===== config.mk =====
export PLATFORM = sky130hd
export DESIGN_NAME = toggle_detect_variable_width_flat
export DESIGN_NICKNAME = d
export VERILOG_FILES = /design/src/rtl/toggle_detect_variable_width_if.sv /design/src/rtl/toggle_detect_variable_width.sv /design/src/flat_wrapper.sv
export SDC_FILE = /design/constraint.sdc
export NUM_CORES = 1
export LEC_CHECK = 0
export BUFFER_PORTS_ARGS = -buffer_cell sky130_fd_sc_hd__buf_2
export CAP_MARGIN = 20
export CORE_AREA = 4 4 41 43
export CTS_CLUSTER_SIZE = 24
export DETAILED_ROUTE_END_ITERATION = 16
export DIE_AREA = 0 0 45 47
export GPL_TIMING_DRIVEN = 0
export SLEW_MARGIN = 10
export SYNTH_ARGS = -nofsm -noshare
export SYNTH_HDL_FRONTEND = slang
export SYNTH_SLANG_ARGS = --single-unit

===== constraint.sdc =====
create_clock -name clk -period 1.8 [get_ports clk]
set_input_delay 0.27 -clock clk [delete_from_list [all_inputs] [get_ports clk]]
set_output_delay 0.27 -clock clk [all_outputs]
set_load 0.03 [all_outputs]

===== src/rtl/toggle_detect_variable_width_if.sv =====
// Signal bundle for the toggle detector: toggle levels, consumer strobes and the
// per-channel event outputs. The detector uses the slave modport.
interface toggle_detect_variable_width_if #(
    parameter int WIDTH = 1
) ();
    logic [WIDTH-1:0] tog_in;
    logic [WIDTH-1:0] ack;
    logic [WIDTH-1:0] ovr_clr;
    logic [WIDTH-1:0] pulse;
    logic [WIDTH-1:0] pending;
    logic [WIDTH-1:0] overrun;
    logic             ready;

    modport master (
        output tog_in, ack, ovr_clr,
        input  pulse, pending, overrun, ready
    );

    modport slave (
        input  tog_in, ack, ovr_clr,
        output pulse, pending, overrun, ready
    );
endinterface


===== src/rtl/toggle_detect_variable_width.sv =====
// Toggle-signalling receiver: synchronizes each toggle level, turns every flip into
// a one-cycle pulse, and latches it as pending (with sticky overrun) until acked.
//
//   state    | meaning
//   ST_RESET | held in reset; everything cleared
//   ST_PRIME | sync chain and prev settle on the transmitter level; detection masked
//   ST_RUN   | detection active, ready=1
module toggle_detect_variable_width #(
    parameter int WIDTH       = 1,
    parameter int SYNC_STAGES = 2
) (
    input  logic                               clk,
    input  logic                               sres,
    toggle_detect_variable_width_if.slave      bus
);
    localparam int CNT_W = $clog2(SYNC_STAGES + 2);

    typedef enum logic [1:0] {
        ST_RESET = 2'd0,
        ST_PRIME = 2'd1,
        ST_RUN   = 2'd2
    } state_t;

    state_t           state_q, state_d;
    logic [CNT_W-1:0] cnt_q, cnt_d;
    logic [WIDTH-1:0] sync_q [SYNC_STAGES];
    logic [WIDTH-1:0] sync_d [SYNC_STAGES];
    logic [WIDTH-1:0] prev_q, prev_d;
    logic [WIDTH-1:0] pulse_q, pulse_d;
    logic [WIDTH-1:0] pend_q, pend_d;
    logic [WIDTH-1:0] ovr_q, ovr_d;
    logic             ready_q, ready_d;

    logic [WIDTH-1:0] sync_out;
    logic [WIDTH-1:0] evt;

    assign sync_out = sync_q[SYNC_STAGES-1];
    assign evt      = sync_out ^ prev_q;

    always_comb begin
        state_d = state_q;
        cnt_d   = cnt_q;
        prev_d  = prev_q;
        pulse_d = '0;
        pend_d  = '0;
        ovr_d   = '0;

        sync_d[0] = bus.tog_in;
        for (int k = 1; k < SYNC_STAGES; k++) begin
            sync_d[k] = sync_q[k-1];
        end

        case (state_q)
            ST_RESET: begin
                state_d = ST_PRIME;
                cnt_d   = CNT_W'(SYNC_STAGES);
            end
            ST_PRIME: begin
                // Down-count covers SYNC_STAGES+1 cycles so prev matches the settled level
                prev_d = sync_out;
                if (cnt_q == '0) begin
                    state_d = ST_RUN;
                end else begin
                    cnt_d = cnt_q - 1'b1;
                end
            end
            ST_RUN: begin
                prev_d  = sync_out;
                pulse_d = evt;
                pend_d  = evt | (pend_q & ~bus.ack);
                // A simultaneous ack consumes the old event, so only an un-acked hit overruns
                ovr_d   = (evt & pend_q & ~bus.ack) | (ovr_q & ~bus.ovr_clr);
            end
            default: begin
                state_d = ST_RESET;
            end
        endcase

        ready_d = (state_d == ST_RUN);
    end

    always_ff @(posedge clk) begin
        if (sres) begin
            state_q <= ST_RESET;
            cnt_q   <= CNT_W'(SYNC_STAGES);
            for (int k = 0; k < SYNC_STAGES; k++) begin
                sync_q[k] <= '0;
            end
            prev_q  <= '0;
            pulse_q <= '0;
            pend_q  <= '0;
            ovr_q   <= '0;
            ready_q <= 1'b0;
        end else begin
            state_q <= state_d;
            cnt_q   <= cnt_d;
            for (int k = 0; k < SYNC_STAGES; k++) begin
                sync_q[k] <= sync_d[k];
            end
            prev_q  <= prev_d;
            pulse_q <= pulse_d;
            pend_q  <= pend_d;
            ovr_q   <= ovr_d;
            ready_q <= ready_d;
        end
    end

    assign bus.pulse   = pulse_q;
    assign bus.pending = pend_q;
    assign bus.overrun = ovr_q;
    assign bus.ready   = ready_q;
endmodule


===== src/flat_wrapper.sv =====
// flat-port wrapper written by rule: the top's interface ports become plain ports
module toggle_detect_variable_width_flat 
#(
    parameter int WIDTH       = 1,
    parameter int SYNC_STAGES = 2
)
  (clk, sres, bus_tog_in, bus_ack, bus_ovr_clr, bus_pulse, bus_pending, bus_overrun, bus_ready);
  toggle_detect_variable_width_if #(.WIDTH(WIDTH)) bus_i ();
  input  logic clk;
  input  logic sres;
  input wire logic [$bits(bus_i.tog_in)-1:0] bus_tog_in;
  input wire logic [$bits(bus_i.ack)-1:0] bus_ack;
  input wire logic [$bits(bus_i.ovr_clr)-1:0] bus_ovr_clr;
  output wire logic [$bits(bus_i.pulse)-1:0] bus_pulse;
  output wire logic [$bits(bus_i.pending)-1:0] bus_pending;
  output wire logic [$bits(bus_i.overrun)-1:0] bus_overrun;
  output wire logic [$bits(bus_i.ready)-1:0] bus_ready;
  assign bus_i.tog_in = bus_tog_in;
  assign bus_i.ack = bus_ack;
  assign bus_i.ovr_clr = bus_ovr_clr;
  assign bus_pulse = bus_i.pulse;
  assign bus_pending = bus_i.pending;
  assign bus_overrun = bus_i.overrun;
  assign bus_ready = bus_i.ready;
  toggle_detect_variable_width #(.WIDTH(WIDTH), .SYNC_STAGES(SYNC_STAGES)) u_core (.clk(clk), .sres(sres), .bus(bus_i));
endmodule

# == Yosys cells after proc, flatten, opt, wreduce, memory -nomap -nowiden ==
# Memory sizes are Yosys's and may differ from the RTL's.
# Cells that the tools add are included.
# classes
addsub,1
n_eq_ne,4
mux,9
bitwise_logic,12
reduce_logical,6
# ops
op,count
$pmux 2 s3,1
$mux 1,5
$and 1x1->1,4
$eq 2x2->1 const B,2
$logic_not 2->1,2
$mux 2,2
$or 1x1->1,4
$pmux 2 s2,1
$reduce_or 2->1,2
$not 1->1,3
$eq 2x1->1 const B,1
$ne 2x2->1 const B,1
$reduce_and 2->1,1
$reduce_bool 2->1,1
$sub 2x1->2 const B,1
$xor 1x1->1,1
# totals
regBits,9
ram_bits,2
inputBits,5
output_inout_bits,4
mem_count,1
# memory_table
name,words,width,rd,rd_ports_with_merged_regs,write_ports,line_no,rtl
u_core.sync_q,2,1,2,0,2,toggle_detect_variable_width.sv:26,logic [WIDTH-1:0] sync_q [SYNC_STAGES];

# == Logic depth before layout (Yosys ltp) ==
# depth
depth_word,4
mapped_depth,5

# == Least setup slack after synthesis ==
# OpenSTA, ideal clock, no wires.
# synth_timing
path_kind,register to register
from,register u_core.cnt_q[0]
to,register u_core.state_q[0]
setup_ns,0.059
arrival_time_ns,1.047
required_ns,1.741
setup_slack_ns,0.694
path_stages_with_launch,6
period_less_slack_ns,1.106
cell_sequence,dfxtp_1 > inv_1 > ha_1 > nand2b_1 > a211oi_2 > and2_1
# synth_via
elab_chain_len,3
# synth_rtl
element,line_no,rtl
from (decl),toggle_detect_variable_width.sv:25,"logic [CNT_W-1:0] cnt_q, cnt_d;"
from (signal assigned),toggle_detect_variable_width.sv:85,cnt_q <= CNT_W'(SYNC_STAGES);
from (signal assigned),toggle_detect_variable_width.sv:96,cnt_q <= cnt_d;
$logic_not 2->1,toggle_detect_variable_width.sv:61,if (cnt_q == '0) begin
$mux 2,toggle_detect_variable_width.sv:61,
$pmux 2 s3,toggle_detect_variable_width.sv:53,case (state_q)
to (signal assigned),toggle_detect_variable_width.sv:95,state_q <= state_d;
to (decl),toggle_detect_variable_width.sv:24,"state_t state_q, state_d;"
# No other way between the ends.
# A chain may end at the register's enable or synchronous reset.

# == Worst setup path after layout ==
# Ends and elaborated chain as after synthesis.

==> summary.log <==
INFO  clocking       cts-htree-levels=1
INFO  grt            global_route.peak_usage_layer=met2
INFO  grt            global_route.usage.met2=0.127
INFO  setup_path     setup.reg_to_reg.worst_slack=0.56ns
INFO  setup_path     worst_r2r_path_depth=5
INFO  logic_synthesis post_synth_num_cell_types=20
INFO  routing        drt_iter0_drc=2
INFO  logic_synthesis edff_count_synth=0
INFO  routing        route.vias.total=340
INFO  clocking       clock_sink_count=11
INFO  routing        postRouteAntennaNets=0
INFO  logic_synthesis ys.warnings.count=0
INFO  routing        drt-pass1-iter-count=2
INFO  sta            fin_skew=0.00517ns
INFO  logic_synthesis postSynthNetCount=57
INFO  routing        viasPerCell=4.59
INFO  clocking       tritoncts_clock_tree=yes
INFO  power_and_ir_drop power_density=1300nW/µm²
INFO  finish         most_common_cell_after_layout_fill_and_taps_aside=sky130_fd_sc_hd__dfxtp_1
INFO  logic_synthesis ys_seq_area_frac=0.474
INFO  grt            overflow_after_grt=0
INFO  hold_path      min-delay-path-class=in -> reg
INFO  power_and_ir_drop leakagePower=0.253nW
INFO  power_and_ir_drop power.ir.vdd_worst=0.582mV
INFO  clocking       cts_buffers=3
INFO  logic_synthesis average_size_of_a_mapped_cell=9.88µm²
INFO  logic_synthesis async_flop_share=0
INFO  clocking       postCtsHoldBufs=0
INFO  sta            finalHoldViolCount=0
INFO  clocking       post_cts.repair.setup_buffers=0
INFO  finish         final_nets=70
INFO  setup_path     critical_path_peak_fanout=3
INFO  grt            wire_length_of_the_first_global_routing_pass=1220µm
INFO  die            num_rows=13
INFO  grt            grt_antenna_before_repair=0
INFO  clocking       clock_latency=0.27ns
INFO  sta            achievable-frequency=804MHz
INFO  setup_path     r2r-end=u_core.state_q[0]
INFO  routing        wirelength=696µm
INFO  placed_design  io_buffers=8
INFO  grt            first_global_vias=300
INFO  hold_path      hold_path.startpoint=bus_tog_in
INFO  finish         instances_no_fill=74
INFO  logic_synthesis synth-main-ff-cell=sky130_fd_sc_hd__dfxtp_1
INFO  finish         final_cell_mix=11 x sky130_fd_sc_hd__dfxtp_1, 8 x sky130_fd_sc_hd__buf_2, 5 x sky130_fd_sc_hd__inv_1, 5 x sky130_fd_sc_hd__nor2_1, 5 x sky130_fd_sc_hd__ha_1
INFO  sta            layout_worst_path_cycle_share=0.691
INFO  logic_synthesis syn-instance-count=47
INFO  clocking       cts-resized-gates=0
INFO  sta            setup_tns=0ns
INFO  finish         antennaDiodeCount=0
INFO  clocking       clk_transition_reported_paths=0.07ns
INFO  routing        drc=0
INFO  sta            setup_repair_after_global_routing_missed_its_margin=no
INFO  logic_synthesis yosys_register_bits=11
INFO  placed_design  finalWeightedCongestion=0.664
INFO  grt            largest_net_degree_at_the_start_of_global_routing=9
INFO  sta            slew_at_the_pin_closest_to_its_max_slew_limit=0.250ns
INFO  grt            grt_util_overall=0.0849
INFO  setup_path     worst-endpoint-required=2.01ns
INFO  finish         drive_gt1_frac=0.254
INFO  setup_path     end_kind=register
INFO  die            num_io_pins=9
INFO  die            die_x=45µm
INFO  clocking       max-clock-path-buffers=2
INFO  setup_path     timing.critical_path.from_type=register
INFO  grt            met3_usage=0.0575
INFO  routing        wl_per_cell=9.41µm
INFO  run            cap_violations=0
INFO  die            die-area=2120µm²
INFO  sta            timing.final.setup_violations=0
INFO  clocking       cts.root.buffer_cell=sky130_fd_sc_hd__clkbuf_4
INFO  die            fp.dieH=47µm
INFO  setup_path     setup.worst_path.class=reg -> reg
INFO  die            core=1300µm²
INFO  finish         flow.area_growth_from_synthesis=18.6%
INFO  sta            timing.final.crit_period=1.24ns
INFO  setup_path     worst_ep_arrival_time=1.46ns
INFO  hold_path      min_delay_path_depth=2
INFO  setup_path     worstReg2RegStart=u_core.cnt_q[0]
INFO  hold_path      whs_endpoint=u_core.sync_q[0][0]
INFO  run_status     run_status=finished clean
INFO  die            initial_core_util=0.357
INFO  placed_design  placed_cells=70
INFO  sta            finalMaxSlewViolations=0
INFO  logic_synthesis mappedNetlistArea=464µm²
INFO  grt            globalRouteMet1Util=0.0945
INFO  sta            relSlewSlack=0.832
==> final cells by class <==
cell class                      instances  area (µm²)
Clock buffer                            3        22.5
Clock inverter                          1        5.00
Fill cell                             146         751
Inverter                                6        22.5
Multi-Input combinational cell         30         221
Sequential cell                        11         220
Tap cell                               15        18.8
Timing Repair Buffer                    8        40.0
==> registers in the layout (all words and copies together), names as in the netlist <==
register,flops
u_core.state_q,2
u_core.bus.overrun,1
u_core.sync_q,2
u_core.bus.ready,1
u_core.bus.pulse,1
u_core.prev_q,1
u_core.bus.pending,1
u_core.cnt_q,2
==> kinds of logic (layout without fill, tap and decap cells) <==
kind of cell,after synthesis,after routing,synth area share
AO/OA/AOI/OAI,6,6,0.0943
XOR/XNOR,1,1,0.0189
adder cells (fa/ha/maj),5,5,0.135
buffers and inverters,6,18,0.0485
flip-flops,11,11,0.474
multiplexers,2,2,0.0539
AND/OR/NAND/NOR,16,16,0.175
==> metrics by stage <==
stage / power, mW / hold slack [ns] / utilization / area [µm²] / worst slack [ns]
2_1_floorplan: 0.506 / 0.342 / - / 464 / 0.694
3_3_place_gp: 0.548 / 0.437 / 0.402 / 523 / 0.598
3_5_place_dp: 0.555 / 0.447 / 0.402 / 523 / 0.594
4_1_cts: 0.729 / 0.214 / 0.423 / 551 / 0.547
5_1_grt: 0.779 / 0.247 / 0.423 / 551 / 0.461
6_report: 0.716 / 0.220 / 0.423 / 551 / 0.556
==> synthesized netlist by cell type (2+ instances only) <==
cell                       number  area share
sky130_fd_sc_hd__nor3_1         2       0.022
sky130_fd_sc_hd__inv_1          5       0.040
sky130_fd_sc_hd__nand2b_1       2       0.027
sky130_fd_sc_hd__ha_1           5        0.13
sky130_fd_sc_hd__nand2_1        2       0.016
sky130_fd_sc_hd__nor2_1         5       0.040
sky130_fd_sc_hd__dfxtp_1       11        0.47
sky130_fd_sc_hd__nor2b_1        3       0.040
==> worst max path at each step <==
stage	start	cells after the start	slack [ns]	to
2_1_floorplan	u_core.cnt_q[0]	5	0.69	u_core.state_q[0]
3_3_place_gp	u_core.state_q[0]	4	0.60	u_core.cnt_q[1]
3_5_place_dp	u_core.state_q[0]	4	0.59	u_core.cnt_q[1]
4_1_cts	u_core.cnt_q[0]	5	0.55	u_core.state_q[0]
5_1_grt	u_core.cnt_q[0]	5	0.46	u_core.state_q[0]
6_report	u_core.cnt_q[0]	5	0.56	u_core.state_q[0]
==> worst max-delay path, cell delays in order, from the launching register on <==
cell,delay (ns)
sky130_fd_sc_hd__dfxtp_1,0.35
sky130_fd_sc_hd__inv_1,0.05
sky130_fd_sc_hd__ha_1,0.19
sky130_fd_sc_hd__nand2b_1,0.20
sky130_fd_sc_hd__a211oi_2,0.24
sky130_fd_sc_hd__and2_1,0.15
==> power breakdown <==
group,internal [mW],switching [mW]
Clock,0.0822,0.0829
Sequential,0.283,0.0295
Combinational,0.112,0.126
Total,0.477,0.239
==> routing by layer <==
metal | vias to the layer above | routed length [µm]
li1 | 181 | -
met1 | 148 | 306
met2 | 8 | 321
met3 | 3 | 59
met4 | 0 | 8
met5 | - | 0
(Power assumes the default switching activity.)
